## config.mk

```make
export PLATFORM = sky130hd
export DESIGN_NAME = note_sequencer
export DESIGN_NICKNAME = d
export VERILOG_FILES = /design/src/rtl/note_sequencer_pkg.sv /design/src/rtl/note_sequencer_tick_gen.sv /design/src/rtl/note_sequencer.sv
export SDC_FILE = /design/constraint.sdc
export NUM_CORES = 1
export LEC_CHECK = 0
export BUFFER_PORTS_ARGS = -buffer_cell sky130_fd_sc_hd__buf_2
export CAP_MARGIN = 10
export CORE_UTILIZATION = 42
export DETAILED_ROUTE_END_ITERATION = 8
export PLACE_DENSITY = 0.65
export SLEW_MARGIN = 20
export SYNTH_ARGS = -nofsm -noshare
export SYNTH_HDL_FRONTEND = slang
export SYNTH_SLANG_ARGS = --single-unit
export TNS_END_PERCENT = 30
```

## constraint.sdc

```tcl
create_clock -name CLK -period 4.65 [get_ports CLK]
set_input_delay 1.395 -clock CLK [delete_from_list [all_inputs] [get_ports CLK]]
set_output_delay 1.395 -clock CLK [all_outputs]
set_load 0.03 [all_outputs]
```

## src/rtl/note_sequencer_pkg.sv

```systemverilog
// Shared definitions for the note sequencer: score word layout, articulation
// modes, FSM states and the articulation split helper.
package note_sequencer_pkg;

  // Score word field positions
  localparam int MODE_MSB = 15;
  localparam int MODE_LSB = 14;
  localparam int TONE_MSB = 13;
  localparam int TONE_LSB = 8;
  localparam int BPM_MSB  = 7;
  localparam int BPM_LSB  = 0;
  localparam int LEN_MSB  = 3;
  localparam int LEN_LSB  = 0;

  typedef enum logic [1:0] {
    MODE_NORMAL   = 2'b00,
    MODE_STACCATO = 2'b01,
    MODE_SLURRED  = 2'b10,
    MODE_BPM_COMM = 2'b11
  } noteMode_t;

  typedef enum logic [2:0] {
    ST_IDLE  = 3'd0,
    ST_FETCH = 3'd1,
    ST_SOUND = 3'd2,
    ST_GAP   = 3'd3,
    ST_DONE  = 3'd4,
    ST_END   = 3'd5
  } seqState_t;

  // Sound/gap lengths of one note, in 1/32-note ticks
  typedef struct packed {
    logic [5:0] soundTicks;
    logic [5:0] gapTicks;
  } noteSplit_t;

  // Split a note of 2*(len+1) ticks into sounding and silent parts.
  function automatic noteSplit_t splitNote(input noteMode_t mode, input logic [3:0] len);
    noteSplit_t split;
    logic [5:0] dur;
    logic [5:0] half;
    dur  = {1'b0, len, 1'b0} + 6'd2;
    half = {2'b00, len} + 6'd1;
    case (mode)
      MODE_NORMAL: begin
        split.soundTicks = dur - 6'd1;
        split.gapTicks   = 6'd1;
      end
      MODE_STACCATO: begin
        split.soundTicks = half;
        split.gapTicks   = half;
      end
      MODE_SLURRED: begin
        split.soundTicks = dur;
        split.gapTicks   = 6'd0;
      end
      default: begin
        split.soundTicks = 6'd0;
        split.gapTicks   = 6'd0;
      end
    endcase
    return split;
  endfunction

endpackage

```

## src/rtl/note_sequencer_tick_gen.sv

```systemverilog
// Phase accumulator producing one tick per 1/32 note at the current tempo.
// A tick is flagged in the cycle whose increment crosses the threshold, so
// the consuming counter sees it on the same edge that consumes the remainder.
module note_sequencer_tick_gen #(
  parameter int CLK_HZ = 100_000_000
) (
  input  logic       CLK,
  input  logic       RST,
  input  logic       EN,
  input  logic       CLR,
  input  logic [7:0] BPM,
  output logic       TICK
);

  // One 1/32 note lasts 60/(8*BPM) s, i.e. 15*CLK_HZ / (2*BPM) cycles
  localparam logic [32:0] THRESH = 33'(64'd15 * 64'(CLK_HZ));

  logic [31:0] accR;
  logic [8:0]  incS;
  logic [32:0] sumS;

  assign incS = {BPM, 1'b0};
  assign sumS = {1'b0, accR} + {24'd0, incS};
  assign TICK = EN && (sumS >= THRESH);

  // Accumulate while enabled; clearing restarts the phase for a new note.
  always_ff @(posedge CLK or negedge RST) begin
    if (!RST) begin
      accR <= 32'd0;
    end else if (CLR) begin
      accR <= 32'd0;
    end else if (EN) begin
      if (TICK) begin
        accR <= 32'(sumS - THRESH);
      end else begin
        accR <= sumS[31:0];
      end
    end else begin
      accR <= accR;
    end
  end

endmodule

```

## src/rtl/note_sequencer.sv

```systemverilog
// Note sequencer: takes score words over valid/ready and drives timed
// tone/volume commands, with tempo commands and articulation handling.
module note_sequencer
  import note_sequencer_pkg::*;
#(
  parameter int         CLK_HZ  = 100_000_000,
  parameter logic [7:0] DEF_BPM = 8'd80,
  parameter logic [3:0] DEF_VOL = 4'hF
) (
  input  logic        CLK,
  input  logic        RST,
  input  logic        PLAY,
  input  logic [15:0] IN_DATA,
  input  logic        IN_VALID,
  output logic        IN_READY,
  output logic [5:0]  TONE,
  output logic [3:0]  VOL,
  output logic [7:0]  BPM,
  output logic        NOTE_DONE,
  output logic        SONG_END
);

  seqState_t  stateR;
  logic       inReadyR;
  logic [5:0] toneR;
  logic [3:0] volR;
  logic [7:0] bpmR;
  logic       noteDoneR;
  logic       songEndR;
  logic [5:0] tickCntR;
  logic [5:0] soundTicksR;
  logic [5:0] gapTicksR;

  logic       acceptS;
  noteMode_t  wordModeS;
  logic [5:0] wordToneS;
  logic [7:0] wordBpmS;
  logic [3:0] wordLenS;
  noteSplit_t wordSplitS;
  logic       tickEnS;
  logic       tickS;
  logic [5:0] tickNextS;
  logic [3:0] soundVolS;

  assign acceptS    = inReadyR & IN_VALID;
  assign wordModeS  = noteMode_t'(IN_DATA[MODE_MSB:MODE_LSB]);
  assign wordToneS  = IN_DATA[TONE_MSB:TONE_LSB];
  assign wordBpmS   = IN_DATA[BPM_MSB:BPM_LSB];
  assign wordLenS   = IN_DATA[LEN_MSB:LEN_LSB];
  assign wordSplitS = splitNote(wordModeS, wordLenS);

  // Time only advances while a note is playing and not paused
  assign tickEnS   = PLAY & ((stateR == ST_SOUND) | (stateR == ST_GAP));
  assign tickNextS = tickCntR + 6'd1;
  assign soundVolS = (toneR != 6'd0) ? DEF_VOL : 4'h0;

  note_sequencer_tick_gen #(
    .CLK_HZ(CLK_HZ)
  ) uTickGen (
    .CLK (CLK),
    .RST (RST),
    .EN  (tickEnS),
    .CLR (acceptS),
    .BPM (bpmR),
    .TICK(tickS)
  );

  // Sequencer FSM: word decode, per-phase tick counting and registered outputs.
  always_ff @(posedge CLK or negedge RST) begin
    if (!RST) begin
      stateR      <= ST_IDLE;
      inReadyR    <= 1'b0;
      toneR       <= 6'd0;
      volR        <= 4'h0;
      bpmR        <= DEF_BPM;
      noteDoneR   <= 1'b0;
      songEndR    <= 1'b0;
      tickCntR    <= 6'd0;
      soundTicksR <= 6'd0;
      gapTicksR   <= 6'd0;
    end else begin
      noteDoneR <= 1'b0;
      case (stateR)
        ST_IDLE: begin
          songEndR <= 1'b0;
          if (PLAY) begin
            stateR   <= ST_FETCH;
            inReadyR <= 1'b1;
          end else begin
            inReadyR <= 1'b0;
          end
        end

        ST_FETCH: begin
          if (acceptS) begin
            if (wordModeS == MODE_BPM_COMM) begin
              if (wordBpmS != 8'd0) begin
                bpmR     <= wordBpmS;
                inReadyR <= PLAY;
              end else begin
                stateR   <= ST_END;
                inReadyR <= 1'b0;
                volR     <= 4'h0;
                songEndR <= 1'b1;
              end
            end else begin
              stateR      <= ST_SOUND;
              inReadyR    <= 1'b0;
              toneR       <= wordToneS;
              soundTicksR <= wordSplitS.soundTicks;
              gapTicksR   <= wordSplitS.gapTicks;
              tickCntR    <= 6'd0;
              volR        <= (PLAY && (wordToneS != 6'd0)) ? DEF_VOL : 4'h0;
            end
          end else begin
            inReadyR <= PLAY;
          end
        end

        ST_SOUND: begin
          if (tickS && (tickNextS == soundTicksR)) begin
            tickCntR <= 6'd0;
            volR     <= 4'h0;
            if (gapTicksR != 6'd0) begin
              stateR <= ST_GAP;
            end else begin
              stateR    <= ST_DONE;
              noteDoneR <= 1'b1;
            end
          end else begin
            if (tickS) begin
              tickCntR <= tickNextS;
            end else begin
              tickCntR <= tickCntR;
            end
            volR <= PLAY ? soundVolS : 4'h0;
          end
        end

        ST_GAP: begin
          volR <= 4'h0;
          if (tickS && (tickNextS == gapTicksR)) begin
            tickCntR  <= 6'd0;
            stateR    <= ST_DONE;
            noteDoneR <= 1'b1;
          end else if (tickS) begin
            tickCntR <= tickNextS;
          end else begin
            tickCntR <= tickCntR;
          end
        end

        ST_DONE: begin
          stateR   <= ST_FETCH;
          inReadyR <= PLAY;
        end

        ST_END: begin
          inReadyR <= 1'b0;
          volR     <= 4'h0;
          if (!PLAY) begin
            stateR   <= ST_IDLE;
            songEndR <= 1'b0;
          end else begin
            songEndR <= 1'b1;
          end
        end

        default: begin
          stateR   <= ST_IDLE;
          inReadyR <= 1'b0;
          volR     <= 4'h0;
        end
      endcase
    end
  end

  assign IN_READY  = inReadyR;
  assign TONE      = toneR;
  assign VOL       = volR;
  assign BPM       = bpmR;
  assign NOTE_DONE = noteDoneR;
  assign SONG_END  = songEndR;

endmodule
```

## Yosys cells after proc, flatten, opt, wreduce, memory -nomap -nowiden

Index checks and enable logic that the tools add are counted.

- Reduce and logical (&&, ||, !) cells: 21
- Muxes and demuxes: 40
- Order comparisons: 1
- Add/sub/neg operators: 6
- Bitwise operators: 5
- Equal/unequal tests: 19

Operator list:

| cell | count |
|---|---|
| $mux W32 | 3 |
| $pmux W12 S3 | 1 |
| $add A32 B9 Y33 | 1 |
| $ge A33 B31 Y1 const B | 1 |
| $sub A32 B31 Y32 const B | 1 |
| $mux W6 | 5 |
| $mux W4 | 7 |
| $mux W3 | 8 |
| $pmux W3 S6 | 1 |
| $pmux W6 S3 | 1 |
| $reduce_bool A6 Y1 | 3 |
| $eq A6 B6 Y1 | 2 |
| $ne A2 B2 Y1 const B | 6 |
| $pmux W4 S3 | 1 |
| $mux W1 | 10 |
| $reduce_and A3 Y1 | 3 |
| $reduce_and A4 Y1 | 2 |
| $reduce_bool A8 Y1 | 1 |
| $add A5 B2 Y6 const B | 1 |
| $add A6 B1 Y6 const B | 1 |
| $eq A3 B2 Y1 const B | 2 |
| $eq A3 B3 Y1 const B | 2 |
| $reduce_and A6 Y1 | 1 |
| $reduce_bool A3 Y1 | 2 |
| 18 further kinds | 26 |

- Flip-flop bits (word level): 74
- Logic and storage cells: 103
- Input bits: 20
- Output and inout port bits: 21

## Depth between registers and ports, before layout

Gate-level depths: netlist (run 1).

- Depth after elaboration: 7
- Mapped depth: 18
- Mapped depth without buffers: 17

## Modules after synthesis

A second synthesis (run 1) with hierarchy kept.

- Cells, all modules: 667
- Area, all modules: 5,708.0 um^2

By module, submodules not included:

| module | seq. area each (um^2) | cells each | area each (um^2) | times used |
|---|---|---|---|---|
| note_sequencer_tick_gen | 775.7 | 426 | 3,413.3 | 1 |
| note_sequencer | 928.4 | 241 | 2,294.7 | 1 |

## Worst setup path after synthesis (run 1)

No wires, ideal clock.

- Kind: register -> register
- Start: register bpmR[0], in the netlist BPM[0]
- End: register uTickGen.accR[30]
- Required time: 4.531 ns
- Clock period less this slack: 4.202 ns
- Library setup time: 0.119 ns
- Path buffers: 1
- Arrival: 4.084 ns
- Path slack: 0.448 ns
- Stages on the path, launching flop included: 19
- Cells stage by stage: dfrtp_1 ha_1 inv_1 fa_1 nand2b_1 a211oi_4 o211a_1 buf_4 a21oi_1 ha_1 inv_1 a31oi_1 a2111o_1 o211ai_1 a31oi_1 a31o_2 a211o_1 and3_1 o21a_1

- Word-level cells in the longest chain between the ends: 6
- Elaborated cells between the ends (all ways): 7
- Classes of those cells: add/sub: 2; order compare: 1; mux: 3; reduce/logical: 1

RTL lines:

| item | RTL line | source |
|---|---|---|
| start: declaration | note_sequencer.sv:27 | `logic [7:0] bpmR;` |
| start signal: assignment | note_sequencer.sv:98 | `bpmR <= wordBpmS;` |
| $add A32 B9 Y33 (*) | note_sequencer_tick_gen.sv:23 | `assign sumS = {1'b0, accR} + {24'd0, incS};` |
| $ge A33 B31 Y1 | note_sequencer_tick_gen.sv:24 | `assign TICK = EN && (sumS >= THRESH);` |
| $logic_and A1 B1 Y1 | note_sequencer_tick_gen.sv:24 |  |
| $mux W32 (*) | note_sequencer_tick_gen.sv:33 | `if (TICK) begin` |
| $mux W32 (*) | note_sequencer_tick_gen.sv:32 | `end else if (EN) begin` |
| $mux W32 (*) | note_sequencer_tick_gen.sv:30 | `end else if (CLR) begin` |
| end signal: assignment | note_sequencer_tick_gen.sv:34 | `accR <= 32'(sumS - THRESH);` |
| end signal: assignment | note_sequencer_tick_gen.sv:36 | `accR <= sumS[31:0];` |
| end signal: assignment | note_sequencer_tick_gen.sv:39 | `accR <= accR;` |
| end: declaration | note_sequencer_tick_gen.sv:18 | `logic [31:0] accR;` |

Mark *: on every way between the ends. The rest lies on a longest branch, timed or not. The select of a mux whose other input is x is not followed.
A chain may end at the register's enable or synchronous reset.

## Worst setup path after layout (run 1)

- Start: register bpmR[0], in the netlist BPM[0]
- End: register stateR[2]

- Word-level cells in the longest chain between the ends: 6
- Elaborated cells between the ends (all ways): 8
- Classes of those cells: add/sub: 1; order compare: 1; eq/ne: 2; reduce/logical: 4

RTL lines:

| item | RTL line | source |
|---|---|---|
| $add A32 B9 Y33 (*) | note_sequencer_tick_gen.sv:23 |  |
| $ge A33 B31 Y1 (*) | note_sequencer_tick_gen.sv:24 |  |
| $logic_and A1 B1 Y1 (*) | note_sequencer_tick_gen.sv:24 |  |
| $logic_and A1 B1 Y1, on equally long branches | note_sequencer.sv:142, note_sequencer.sv:121 |  |
| $ne A2 B1 Y1 (no source line) | - |  |
| $reduce_and A6 Y1 (no source line) (*) | - |  |
| end signal: assignment | note_sequencer.sv:144 | `stateR <= ST_DONE;` |
| end signal: assignment | note_sequencer.sv:154 | `stateR <= ST_FETCH;` |
| end signal: assignment | note_sequencer.sv:162 | `stateR <= ST_IDLE;` |
| end: declaration | note_sequencer.sv:23 | `seqState_t stateR;` |

Mark *: on every way between the ends. The rest lies on a longest branch, timed or not.

==> impl_results.md, run 1 <==
* Outcome: finished clean
* Adder-cell share of the synthesized area at about 3.1%
* Initial Util at 43.3%
* Main area contributors after synthesis: dfrtp_1 30%, nand2_1 4.8%, nor2_1 3.7%
* Maximum operating frequency at around 230 MHz
* Crit start category: flip-flop
* Met3 GRT Util at ~4.0%
* ANT cells at 0
* Area leader, netlist: dfrtp_1
* Worst min path class: flip-flop to flip-flop
* Antenna-violating nets left at 0
* Final Net Count at roughly 720
* Max-cap violations at 0
* Worst EP arrival at around 4700 ps
* Skew final at ~4.5 ps
* Min setup slack post-route at between 200 and 300 ps
* I/O Buffers at 40
* Total gr overflow at 0
* Hold Path End: soundTicksR[2]$_DFFE_PN0P_
* DIE AREA at between 0.01 and 0.015 mm^2
* #FFs+latches synth at 68
* CP required at 4920 ps
* DP Wirelength at 10700 um
* Synthesis-to-layout area growth at 12.4%
* Max FO, Critical Path at 14
* Initial DRC count at 373
* Largest family of logic cells by synthesized area: simple AND/OR/NAND/NOR gates
* Tmin final at roughly 4400 ps
* Final wirelength at 14500 um
* Final Hold Viols at 0
* Slowest stage cell, crit path: or4_1
* RSZ-0062 raised after global routing: true
* Met2 Track Usage GR at a little over a third
* Reg2Reg Setup Slack at between 200 and 300 ps
* Multi-input logic area at ~0.0035 mm^2
* First-pass GRT wire length at about 24000 um
* Clock Path Buffers at 2
* Core Area at ~0.013 mm^2
* Share of layout cells above drive strength 1 at 17.3%
* CTS Root Cell: clkbuf_16
* GRT Resource Usage Total at 22.9%
* Main synth FF type: dfrtp_1
* TritonRoute pass-1 iters at 5
* Crit. End Element: flip-flop
* Worst path cell trace: ha_1, inv_1, fa_1, nand2b_1, a211oi_4, o211ai_1, or3_1, a2111oi_2, nand4_1, o41ai_1, o31a_2, a21oi_1, or4_1, o21ai_1
* CTS tree: done
* Total clock sinks at between 60 and 70
* Synth Area in Simple Gates at 25.4%
* Syn nets at approximately 690
* # DRC at 0
* Worst-path clk slew at 60 ps
* Distinct cells, synth at 86
* Row Count at slightly above 40
* Reg2reg end: stateR[2]$_DFFE_PN0P_
* Leak Pwr at approximately 2.6 nW
* Via count at approximately 5100
* Synth Instances at ~660
* Ports at 41
* Die Width at 117 um
* GPL Wtd Cong at roughly 0.9
* Top cells by count, synth: 71 x nand2_1, 66 x dfrtp_1, 55 x nor2_1
* H-tree depth at 3
* Worst r2r path cells at 14
* Skew-Pair Late Insertion Delay at ~340 ps
* Register area at approximately 0.0017 mm^2
* Setup CP Type: flip-flop to flip-flop
* GR Layer Usage met1 at approximately a third
* Drt via density at ~5.9
* Slew margin rel. at between 40% and 50%
* Setup Viol. Count Final at 0
* GR peak layer: met2
* Fraction of synthesized cell area taken by the top area cell type at between 20% and 30%
* Hold Crit Start: soundTicksR[2]$_DFFE_PN0P_
* Pre-CTS setup slack at 250 ps
* Maximum vdd ir drop at between 200 and 300 uV
* Post-Synth XOR/XNOR Area at approximately 6.2%
* Number of global-route vias before repair at between 4000 and 5000
* Number of CTS-inserted buffers at 9
* Initial antenna violation count at 0
* Slew @ Worst Pin at 760 ps
* Post-synthesis mux area share at 5.99%
* Post-synthesis compound-gate area fraction at approximately a quarter
* # hold bufs at CTS at 0
* Mapped Area at between 0.005 and 0.006 mm^2
* Async SR Flop Fraction at 100%
* Post-Route Utilization at between 40 and 50%
* Power density cells at ~480 mW/mm^2
* EDFF count, synth at 0
* Cell with the most instances after synthesis: nand2_1
* Period utilization at between 90% and 100%
* Die height at approximately 120 um
* YS warnings at 0
* Pin count of the biggest net entering global routing at 30
* Reg-to-reg startpoint: BPM[0]$_DFFE_PN0P_
* Routed length per instance at between 15 and 20 um
* Post-synthesis sequential area ratio at approximately 31%
* Avg Inst Size Synth at roughly 8.4 um^2
* Slowest stage delay, CP at 510 ps
* Hold depth at 2
* Fill cell count at 1257
* Slew Viols, Final at 0
## state kept, by name, summed over array words and instances, names as in the netlist
signal,cells
BPM,8
NOTE_DONE,1
gapTicksR,4
uTickGen.accR,31
TONE,6
stateR,3
IN_READY,1
tickCntR,6
soundTicksR,6
SONG_END,1
VOL,1
## how the worst max path moves through the flow
stage | from | endpoint | slack [ps] | cells after the start
finish | BPM[0]$_DFFE_PN0P_ | stateR[2]$_DFFE_PN0P_ | 260 | 14
global route | BPM[0]$_DFFE_PN0P_ | stateR[2]$_DFFE_PN0P_ | -10 | 16
CTS | BPM[0]$_DFFE_PN0P_ | stateR[2]$_DFFE_PN0P_ | 210 | 14
detailed placement | BPM[0]$_DFFE_PN0P_ | stateR[2]$_DFFE_PN0P_ | 250 | 14
global placement | BPM[0]$_DFFE_PN0P_ | tickCntR[5]$_DFFE_PN0P_ | 340 | 15
floorplan | BPM[0]$_DFFE_PN0P_ | uTickGen.accR[30]$_DFFE_PN0P_ | 450 | 18
## timing repair
item,4_1_cts,5_1_grt
endpoints found under the setup margin,0,4
gates resized for setup,0,1
setup buffers,0,3
## metal layers
metal,up-vias,wire [um],part of all wire (%)
met4,0,225,1.6
met5,-,0,0
met2,130,6890,48
li1,2479,-,-
met3,20,669,4.6
met1,2460,6680,46
## power by group
group,total (W),switching (W),leakage (nW),internal (W)
clock network,0.000777,0.000263,0.162,0.000514
registers,0.000908,0.000158,0.904,0.000750
logic,0.00127,0.000807,1.51,0.000461
total,0.00295,0.00123,2.58,0.00172
## logic make-up (layout without fill, tap and decap cells)
| logic type | after synthesis | count (layout) |
|---|---|---|
| muxes | 31 | 31 |
| DFF | 68 | 68 |
| and+or+nand+nor | 268 | 268 |
| adders and majority gates | 13 | 13 |
| AOI/OAI and AO/OA | 178 | 178 |
| xor gates and xnor gates | 39 | 39 |
| buffers and inverters | 59 | 90 |
## worst max-delay path, delay by kind of cell (launching register included)
kind	cells	cell delay [ps]
AO/OA/AOI/OAI	7	1930
AND/OR/NAND/NOR	4	1350
adder cells (fa/ha/maj)	2	590
flip-flops	1	380
buffers and inverters	1	60
## layout by cell type, fill, tap and decap left out, drive strengths merged, types with 8 or more instances in the layout
master	Yosys	routed
a21o	8	8
inv	16	16
a211oi	9	9
nand2	71	71
buf	17	58
or3	12	12
nand3	36	36
xor2	20	20
nand4	22	22
nor3	9	9
xnor2	19	19
ha	12	12
mux2	16	16
nand2b	8	8
and2	10	10
dfrtp	66	66
o21ai	36	36
a21oi	41	41
and3	15	15
o211ai	12	12
nor2	57	57
mux2i	15	15
o31ai	13	13
clkbuf	26	13
a31oi	8	8
## metrics by stage
| step | total power (W) | area, um^2 | hold slack (ps) | cells | TNS [ps] |
|---|---|---|---|---|---|
| finish | 0.00295 | 6200 | 522 | 859 | 0 |
| global route | 0.00315 | 6200 | 547 | 859 | -13.3 |
| CTS | 0.00297 | 6180 | 525 | 856 | 0 |
| global placement | 0.00215 | 5840 | 510 | 840 | 0 |
| detailed placement | 0.00218 | 5840 | 513 | 840 | 0 |
| floorplan | 0.00186 | 5510 | 463 | 656 | 0 |
## final cells by class
cell class | count | area share, %
repair buffers | 58 | 5.41
clock buffers | 13 | 4.36
inverters | 16 | 0.969
clock inverters | 3 | 1.09
multi-input cells | 529 | 57.2
flip-flops and latches | 68 | 27.5
well taps | 172 | 3.47
(Power assumes the default switching activity.)
==> run 2: changes to the inputs <==
--- a/config.mk
+++ b/config.mk
@@ -5,6 +5,7 @@
 export SDC_FILE = /design/constraint.sdc
 export NUM_CORES = 1
 export LEC_CHECK = 0
+export ABC_AREA = 1
 export BUFFER_PORTS_ARGS = -buffer_cell sky130_fd_sc_hd__buf_2
 export CAP_MARGIN = 10
 export CORE_UTILIZATION = 42
==> run 2 against run 1 <==
  * Sequential share of layout area shrank 1.1 points
  * Design area grew 4.0%
  * Clock skew grew 4.2 ps
  * Highest routed layer unchanged
==> impl_results.md, run 2 <==
* Initial Util at 43.2% (-0.11 points)
* Leak Pwr at 3.36 nW (+30%)
* Main area contributors after synthesis: dfrtp_1 29%, nand2_1 19%, nand3_1 9.2%
* Core Area at 0.0132 mm^2 (+4.1%)
* Period utilization at 80.7% (-14 points)
* Reg-to-reg startpoint: BPM[0]$_DFFE_PN0P_
* Largest Register: uTickGen.accR
* DIE AREA at 0.0141 mm^2 (+3.8%)
* Post-cts sizing count at 0 (unchanged)
* # hold bufs at CTS at 0 (unchanged)
* Final wirelength at 16500 um (+14%)
* First-pass GRT wire length at 27300 um (+12%)
* ANT cells at 0 (unchanged)
* Top cells by count, synth: 289 x nand2_1, 123 x inv_1, 105 x nand3_1
* Total clock sinks at 68 (unchanged)
* CP bufs+invs at 5 (+4)
* Internal power at 0.00189 W (+9.4%)
* CP startpoint: BPM[0]$_DFFE_PN0P_
* Die height at 119 um (+1.9%)
* Avg Inst Size Synth at 6.19 um^2 (-26%)
* Post-CTS Repair Setup Buffers at 0 (unchanged)
* Gate power share at 47.1% (+4.1 points)
* Routed length per instance at 14.3 um (-15%)
* Slowest stage delay, CP at 400 ps (-110 ps)
* Worst min path class: flip-flop to flip-flop
* Most common cell after layout, fill and taps aside: nand2_1
* Crit start category: flip-flop
* Final Hold Viols at 0 (unchanged)
* Via count at 5906 (+16%)
* Skew-Pair Late Insertion Delay at 350 ps (about the same)
* YS warnings at 0 (unchanged)
* Outcome: finished clean
* Slew Viols, Final at 0 (unchanged)
* Synth Instances at 925 (+41%)
* Antenna-violating nets left at 0 (unchanged)
* Setup CP Type: flip-flop to flip-flop
* Top delay family on crit path: simple AND/OR/NAND/NOR gates
* #FFs+latches synth at 68 (unchanged)
* Maximum vdd ir drop at 274 uV (+3.8%)
* TritonRoute pass-1 iters at 5 (unchanged)
* Main synth FF type: dfrtp_1
* Distinct cells, synth at 48 (-44%)
* Pin count of the biggest net entering global routing at 29 (-3.3%)
* Row Count at 42 (+2.4%)
* Cell with the most instances after synthesis: nand2_1
* Mapped Area at 0.00573 mm^2 (+3.8%)
* Slowest stage cell, crit path: fa_1
* Fraction of synthesized cell area taken by the top area cell type at 28.8% (-1.1 points)
* CP required at 4880 ps (-40 ps)
* Fin area at 0.00645 mm^2 (+4.0%)
* EDFF count, synth at 0 (unchanged)
* GRT Resource Usage Total at 24.9% (+1.9 points)
* Top cell by count, worst path: nand2_1
* Maximum operating frequency at 267 MHz (+17%)
* DP Wirelength at 12900 um (+21%)
* Area leader, netlist: dfrtp_1
* Max FO, Critical Path at 21 (+7)
* Initial antenna violation count at 0 (unchanged)
* Async SR Flop Fraction at 100% (unchanged)
* Drt via density at 5.14 (-13%)
* Number of CTS-inserted buffers at 9 (unchanged)
* Most frequent cells in the layout: 289 x nand2_1, 123 x inv_1, 105 x nand3_1, 100 x nor2_1, 66 x dfrtp_1
* Skew final at 8.67 ps (+4.21 ps)
* Post-Route Utilization at 48.7% (about the same)
* NetSw at 0.00168 W (+37%)
* DP Area at 0.00609 mm^2 (+4.3%)
* Number of global-route vias before repair at 5552 (+17%)
* # DRC at 0 (unchanged)
* Slew @ Worst Pin at 915 ps (+155 ps)
* Power density cells at 553 mW/mm^2 (+16%)
* Setup Viol. Count Final at 0 (unchanged)
* GPL Wtd Cong at 0.996 (+11%)
* Min setup slack post-route at 899 ps (+641 ps)
* Hold Crit Start: TONE[2]$_DFFE_PN0P_
* Crit. End Element: flip-flop
* Ports at 41 (unchanged)
* Die Width at 119 um (+1.9%)
* Final Net Count at 1000 (+40%)
* Share of layout cells above drive strength 1 at 12.7% (-4.7 points)
* Fill cell count at 1425 (+13%)
* CTS tree: done
* Post-synthesis sequential area ratio at 29.8% (-1.1 points)
* Max-cap violations at 0 (unchanged)
* Max reg flops at 31 (unchanged)
* Total gr overflow at 0 (unchanged)
* Pre-CTS setup slack at 951 ps (+701 ps)
* Worst-path clk slew at 60 ps (about the same)
* Setup TNS at 0 ps (unchanged)
* Seq pwr share at 29.3% (-1.4 points)
* Initial DRC count at 461 (+24%)
* RSZ-0062 raised after global routing: false
* Switch share at 47.1% (+5.5 points)
* Synthesis-to-layout area growth at 12.6%
* H-tree depth at 3 (unchanged)
* Worst path cell trace: ha_1, inv_1, fa_1, inv_1, nand3_1, nand2_2, nand2_1, nand2_2, nand3_1, nand2_1, nand2_1, inv_2, nand2_1, inv_2, nand2_1, nor2_1, nand2_1, nand2_2, nand2_2, a21oi_2, buf_4, nand3_1, nand3_1, o21ai_0
* Clock Path Buffers at 2 (unchanged)
* I/O Buffers at 40 (unchanged)
* Slew margin rel. at 39.0% (-10 points)
* CTS Root Cell: clkbuf_16
* Syn nets at 958 (+39%)
* Worst EP arrival at 3980 ps (-680 ps)
* Clock Power Share at 23.5% (-2.8 points)
* Tmin final at 3750 ps (-641 ps)
run 2: power by group through the flow:
stage               sequential [W]  clock, W  combinational, W
finish                     0.00105  0.000839           0.00168
global route               0.00107  0.000881           0.00190
CTS                        0.00104  0.000855           0.00167
detailed placement         0.00105         0           0.00167
global placement           0.00105         0           0.00167
floorplan                  0.00108         0           0.00116
run 2: per-stage QoR:
step / instances / total power, W / hold slack, ps
2_1_floorplan: 925 / 0.00224 / 453
3_3_place_gp: 1132 / 0.00272 / 467
3_5_place_dp: 1132 / 0.00272 / 476
4_1_cts: 1148 / 0.00357 / 492
5_1_grt: 1148 / 0.00386 / 508
6_report: 1148 / 0.00357 / 484
run 2: layout make-up:
type                            count  area [um^2]  area share (%)
Sequential cell                    68         1700            26.4
Timing Repair Buffer               47          253            3.92
Multi-Input combinational cell    696         3370            52.2
Tap cell                          176          220            3.41
Clock inverter                      5          106            1.65
Clock buffer                       11          253            3.92
Inverter                          145          544            8.44
run 2: final timing paths:
path	to	slack, ps	cells past startpoint
min in group asynchronous	uTickGen.accR[20]$_DFFE_PN0P_	1040	1
setup reg to reg	uTickGen.accR[27]$_DFFE_PN0P_	900	24
max in group asynchronous	BPM[6]$_DFFE_PN1P_	2810	2
hold / removal	TONE[2]$_DFFE_PN0P_	480	2
setup / recovery	uTickGen.accR[27]$_DFFE_PN0P_	900	24
hold reg to reg	TONE[2]$_DFFE_PN0P_	480	2
run 2: logic make-up (layout without fill, tap and decap cells):
logic type	Yosys count	in the layout	share of synthesized area (%)
AOI/OAI and AO/OA	97	97	9.79
xor gates and xnor gates	12	12	1.84
adders and majority gates	13	13	2.97
buffers and inverters	161	208	11.4
DFF	68	68	29.8
muxes	3	3	0.590
and+or+nand+nor	571	571	43.6
run 2: worst reg2reg max path, stage by stage, from the launching register on:
cell and delay (ps):
dfrtp_1 370, ha_1 240, inv_1 80, fa_1 400
inv_1 70, nand3_1 100, nand2_2 140, nand2_1 90
nand2_2 200, nand3_1 100, nand2_1 70, nand2_1 100
inv_2 120, nand2_1 90, inv_2 50, nand2_1 60
nor2_1 100, nand2_1 70, nand2_2 110, nand2_2 90
a21oi_2 370, buf_4 340, nand3_1 100, nand3_1 100
o21ai_0 70
run 2: routing by layer:
layer  up-vias  GRT usage (%)  routed length (um)
met2       175           39.4                7250
met5         -              0                   0
met1      2651           32.4                7680
li1       3045              -                   -
met3        35           5.36                 905
met4         0           11.1                 624
==> run 3: changes to the inputs <==
==> constraint.sdc (replaced) <==
create_clock -name CLK -period 3.85 [get_ports CLK]
set_input_delay 1.155 -clock CLK [delete_from_list [all_inputs] [get_ports CLK]]
set_output_delay 1.155 -clock CLK [all_outputs]
set_load 0.03 [all_outputs]
==> run 3 against run 2 <==
  * Setup slack worse by 590 ps
  * Clock skew hardly changed
  * Via count grew 1.4%
  * Flip-flop and latch count stayed put
  * Register-to-register slack worse by 590 ps
  * Sequential power grew 20%
  * Hold slack improved by 7.0 ps
  * Final cell count up 0.17%
  * Sequential share of layout area barely moved
  * Global-route usage is 0.36 points higher
  * Non-clock buffer count increased by 2
  * Design area decreased by 0.14%
  * Largest power group unchanged
==> impl_results.md, run 3 (synthesis results as in run 2) <==
* Outcome: finished clean
* Power density cells at 657 mW/mm^2 (+19%)
* Met3 GRT Util at 3.76% (-1.6 points)
* Max FO, Critical Path at 11 (-48%)
* Met2 Track Usage GR at 41.8% (+2.4 points)
* Skew-Pair Late Insertion Delay at 350 ps (about the same)
* DP Wirelength at 13000 um (+0.24%)
* Final wirelength at 16700 um (+1.8%)
* Total clock sinks at 68 (unchanged)
* GR peak layer: met2
* Slew @ Worst Pin at 673 ps (-242 ps)
* Pre-CTS setup slack at 198 ps (-752 ps)
* Clock Path Buffers at 2 (unchanged)
* Crit. End Element: flip-flop
* Die Width at 119 um (unchanged)
* CTS tree: done
* Leak Pwr at 3.36 nW (-0.11%)
* Maximum operating frequency at 282 MHz (+5.8%)
* # DRC at 0 (unchanged)
* Number of CTS-inserted buffers at 9 (unchanged)
* Most frequent cells in the layout: 289 x nand2_1, 123 x inv_1, 105 x nand3_1, 100 x nor2_1, 66 x dfrtp_1
* Routed length per instance at 14.6 um (+1.6%)
* TritonRoute pass-1 iters at 5 (unchanged)
* Core Area at 0.0132 mm^2 (unchanged)
* GR Layer Usage met1 at 33.2% (+0.72 points)
* Pin count of the biggest net entering global routing at 43 (+48%)
* CP required at 4090 ps (-790 ps)
* Hold depth at 2 (unchanged)
* CP bufs+invs at 4 (-1)
* H-tree depth at 3 (unchanged)
* Total power after layout at 0.00423 W (+19%)
* Largest Register: uTickGen.accR
* Final Net Count at 1002 (+0.20%)
* ANT cells at 0 (unchanged)
* Synthesis-to-layout area growth at 12.5%
* Antenna-violating nets left at 0 (unchanged)
* Initial Util at 43.2% (unchanged)
* Initial antenna violation count at 0 (unchanged)
* GPL Wtd Cong at 0.959 (-3.7%)
* Top cell by count, worst path: nand2_1
* First-pass GRT wire length at 27900 um (+2.3%)
* Max-cap violations at 0 (unchanged)
* Crit start category: flip-flop
* Worst-path clk slew at 60 ps (about the same)
* Worst EP arrival at 3790 ps (-190 ps)
* Fill cell count at 1432 (+0.49%)
* Slowest stage delay, CP at 400 ps (about the same)
* Hold slack at 491 ps (+7.01 ps)
* Share of layout cells above drive strength 1 at 12.8% (+0.18 points)
* DIE AREA at 0.0141 mm^2 (unchanged)
* GRT Resource Usage Total at 25.2% (+0.36 points)
* Skew final at 8.83 ps (+0.162 ps)
* Initial DRC count at 462 (+0.22%)
* Period utilization at 92.1% (+11 points)
* Final Hold Viols at 0 (unchanged)
* Slowest stage cell, crit path: fa_1
* Via count at 5989 (+1.4%)
* Ports at 41 (unchanged)
* Tmin final at 3550 ps (-206 ps)
* Setup Viol. Count Final at 0 (unchanged)
* Top delay family on crit path: simple AND/OR/NAND/NOR gates
* Maximum vdd ir drop at 318 uV (+16%)
* Row Count at 42 (unchanged)
* Most common cell after layout, fill and taps aside: nand2_1
* I/O Buffers at 40 (unchanged)
* Drt via density at 5.21 (+1.2%)
* RSZ-0062 raised after global routing: false
* Total gr overflow at 0 (unchanged)
* Die height at 119 um (unchanged)
* CTS Root Cell: clkbuf_16
* Worst min path class: flip-flop to flip-flop
* Worst r2r path cells at 24 (unchanged)
* Setup CP Type: flip-flop to flip-flop
* Worst path depth at 24 (unchanged)
* Min setup slack post-route at 305 ps (-594 ps)
* Setup TNS at 0 ps (unchanged)
* Number of global-route vias before repair at 5592 (+0.72%)
* Worst path cell trace: ha_1, inv_1, fa_1, inv_1, nand3_1, nand2_2, nand2_1, nand2_2, nand2_1, nand2_1, inv_1, ha_1, nand2_1, nor2_1, inv_2, nand2_1, nand2_1, nand2_1, a21boi_2, o21ai_0, nor2_1, nand2_1, nand3_1, nand2_1
* Max reg flops at 31 (unchanged)
* Slew Viols, Final at 0 (unchanged)
* Slew margin rel. at 55.2% (+16 points)
run 3: changes by cell type in the layout (fill, tap and decap cells not counted), sizes merged:
cell / previous run / this run
clkbuf: 11 / 10
clkinv: 1 / 4
inv: 145 / 144
bufinv: 3 / 2
buf: 47 / 49
run 3: cell type report:
type	instances	area, um^2	area share (%)
timing repair buffer	49	280	4.35
sequential	68	1700	26.5
clock inverter	6	90.1	1.40
clock buffer	10	229	3.56
multi-input combinational	696	3370	52.4
tap	176	220	3.42
inverter	145	544	8.45
run 3: per-layer routing:
layer	vias to the layer above	part of all wire (%)
met4	0	2.2
li1	3050	-
met2	153	46
met1	2760	47
met5	-	0
met3	26	4.8
run 3: where the power goes:
group          internal [W]  leakage (nW)  switching, W
clock              0.000568         0.153      0.000344
sequential         0.000979         0.893      0.000285
combinational      0.000638          2.31       0.00141
run 3: final timing paths:
check,start,endpoint,slack (ps)
max,BPM[0]$_DFFE_PN0P_,uTickGen.accR[26]$_DFFE_PN0P_,300
min,TONE[2]$_DFFE_PN0P_,TONE[2]$_DFFE_PN0P_,490
max reg2reg,BPM[0]$_DFFE_PN0P_,uTickGen.accR[26]$_DFFE_PN0P_,300
min reg2reg,TONE[2]$_DFFE_PN0P_,TONE[2]$_DFFE_PN0P_,490
max in group asynchronous,RST,BPM[4]$_DFFE_PN1P_,2290
min in group asynchronous,RST,uTickGen.accR[21]$_DFFE_PN0P_,840
run 3: repair_timing:
action,CTS,global route
setup buffers,0,0
hold buffers,0,0
setup endpoints to repair,0,2
resized for setup,0,2
run 3: through the flow:
stage	instances	area [um^2]	utilization, %
final	1150	6440	48.6
after floorplan	925	5730	-
after CTS	1150	6440	48.6
after global placement	1134	6120	46.2
after global routing	1150	6440	48.6
after detailed placement	1134	6120	46.2
run 3: tightest hold or removal path, cell delays in order, from the launching register on:
cell and delay (ps):
dfrtp_1 350, nand2_1 60, nand2_1 50
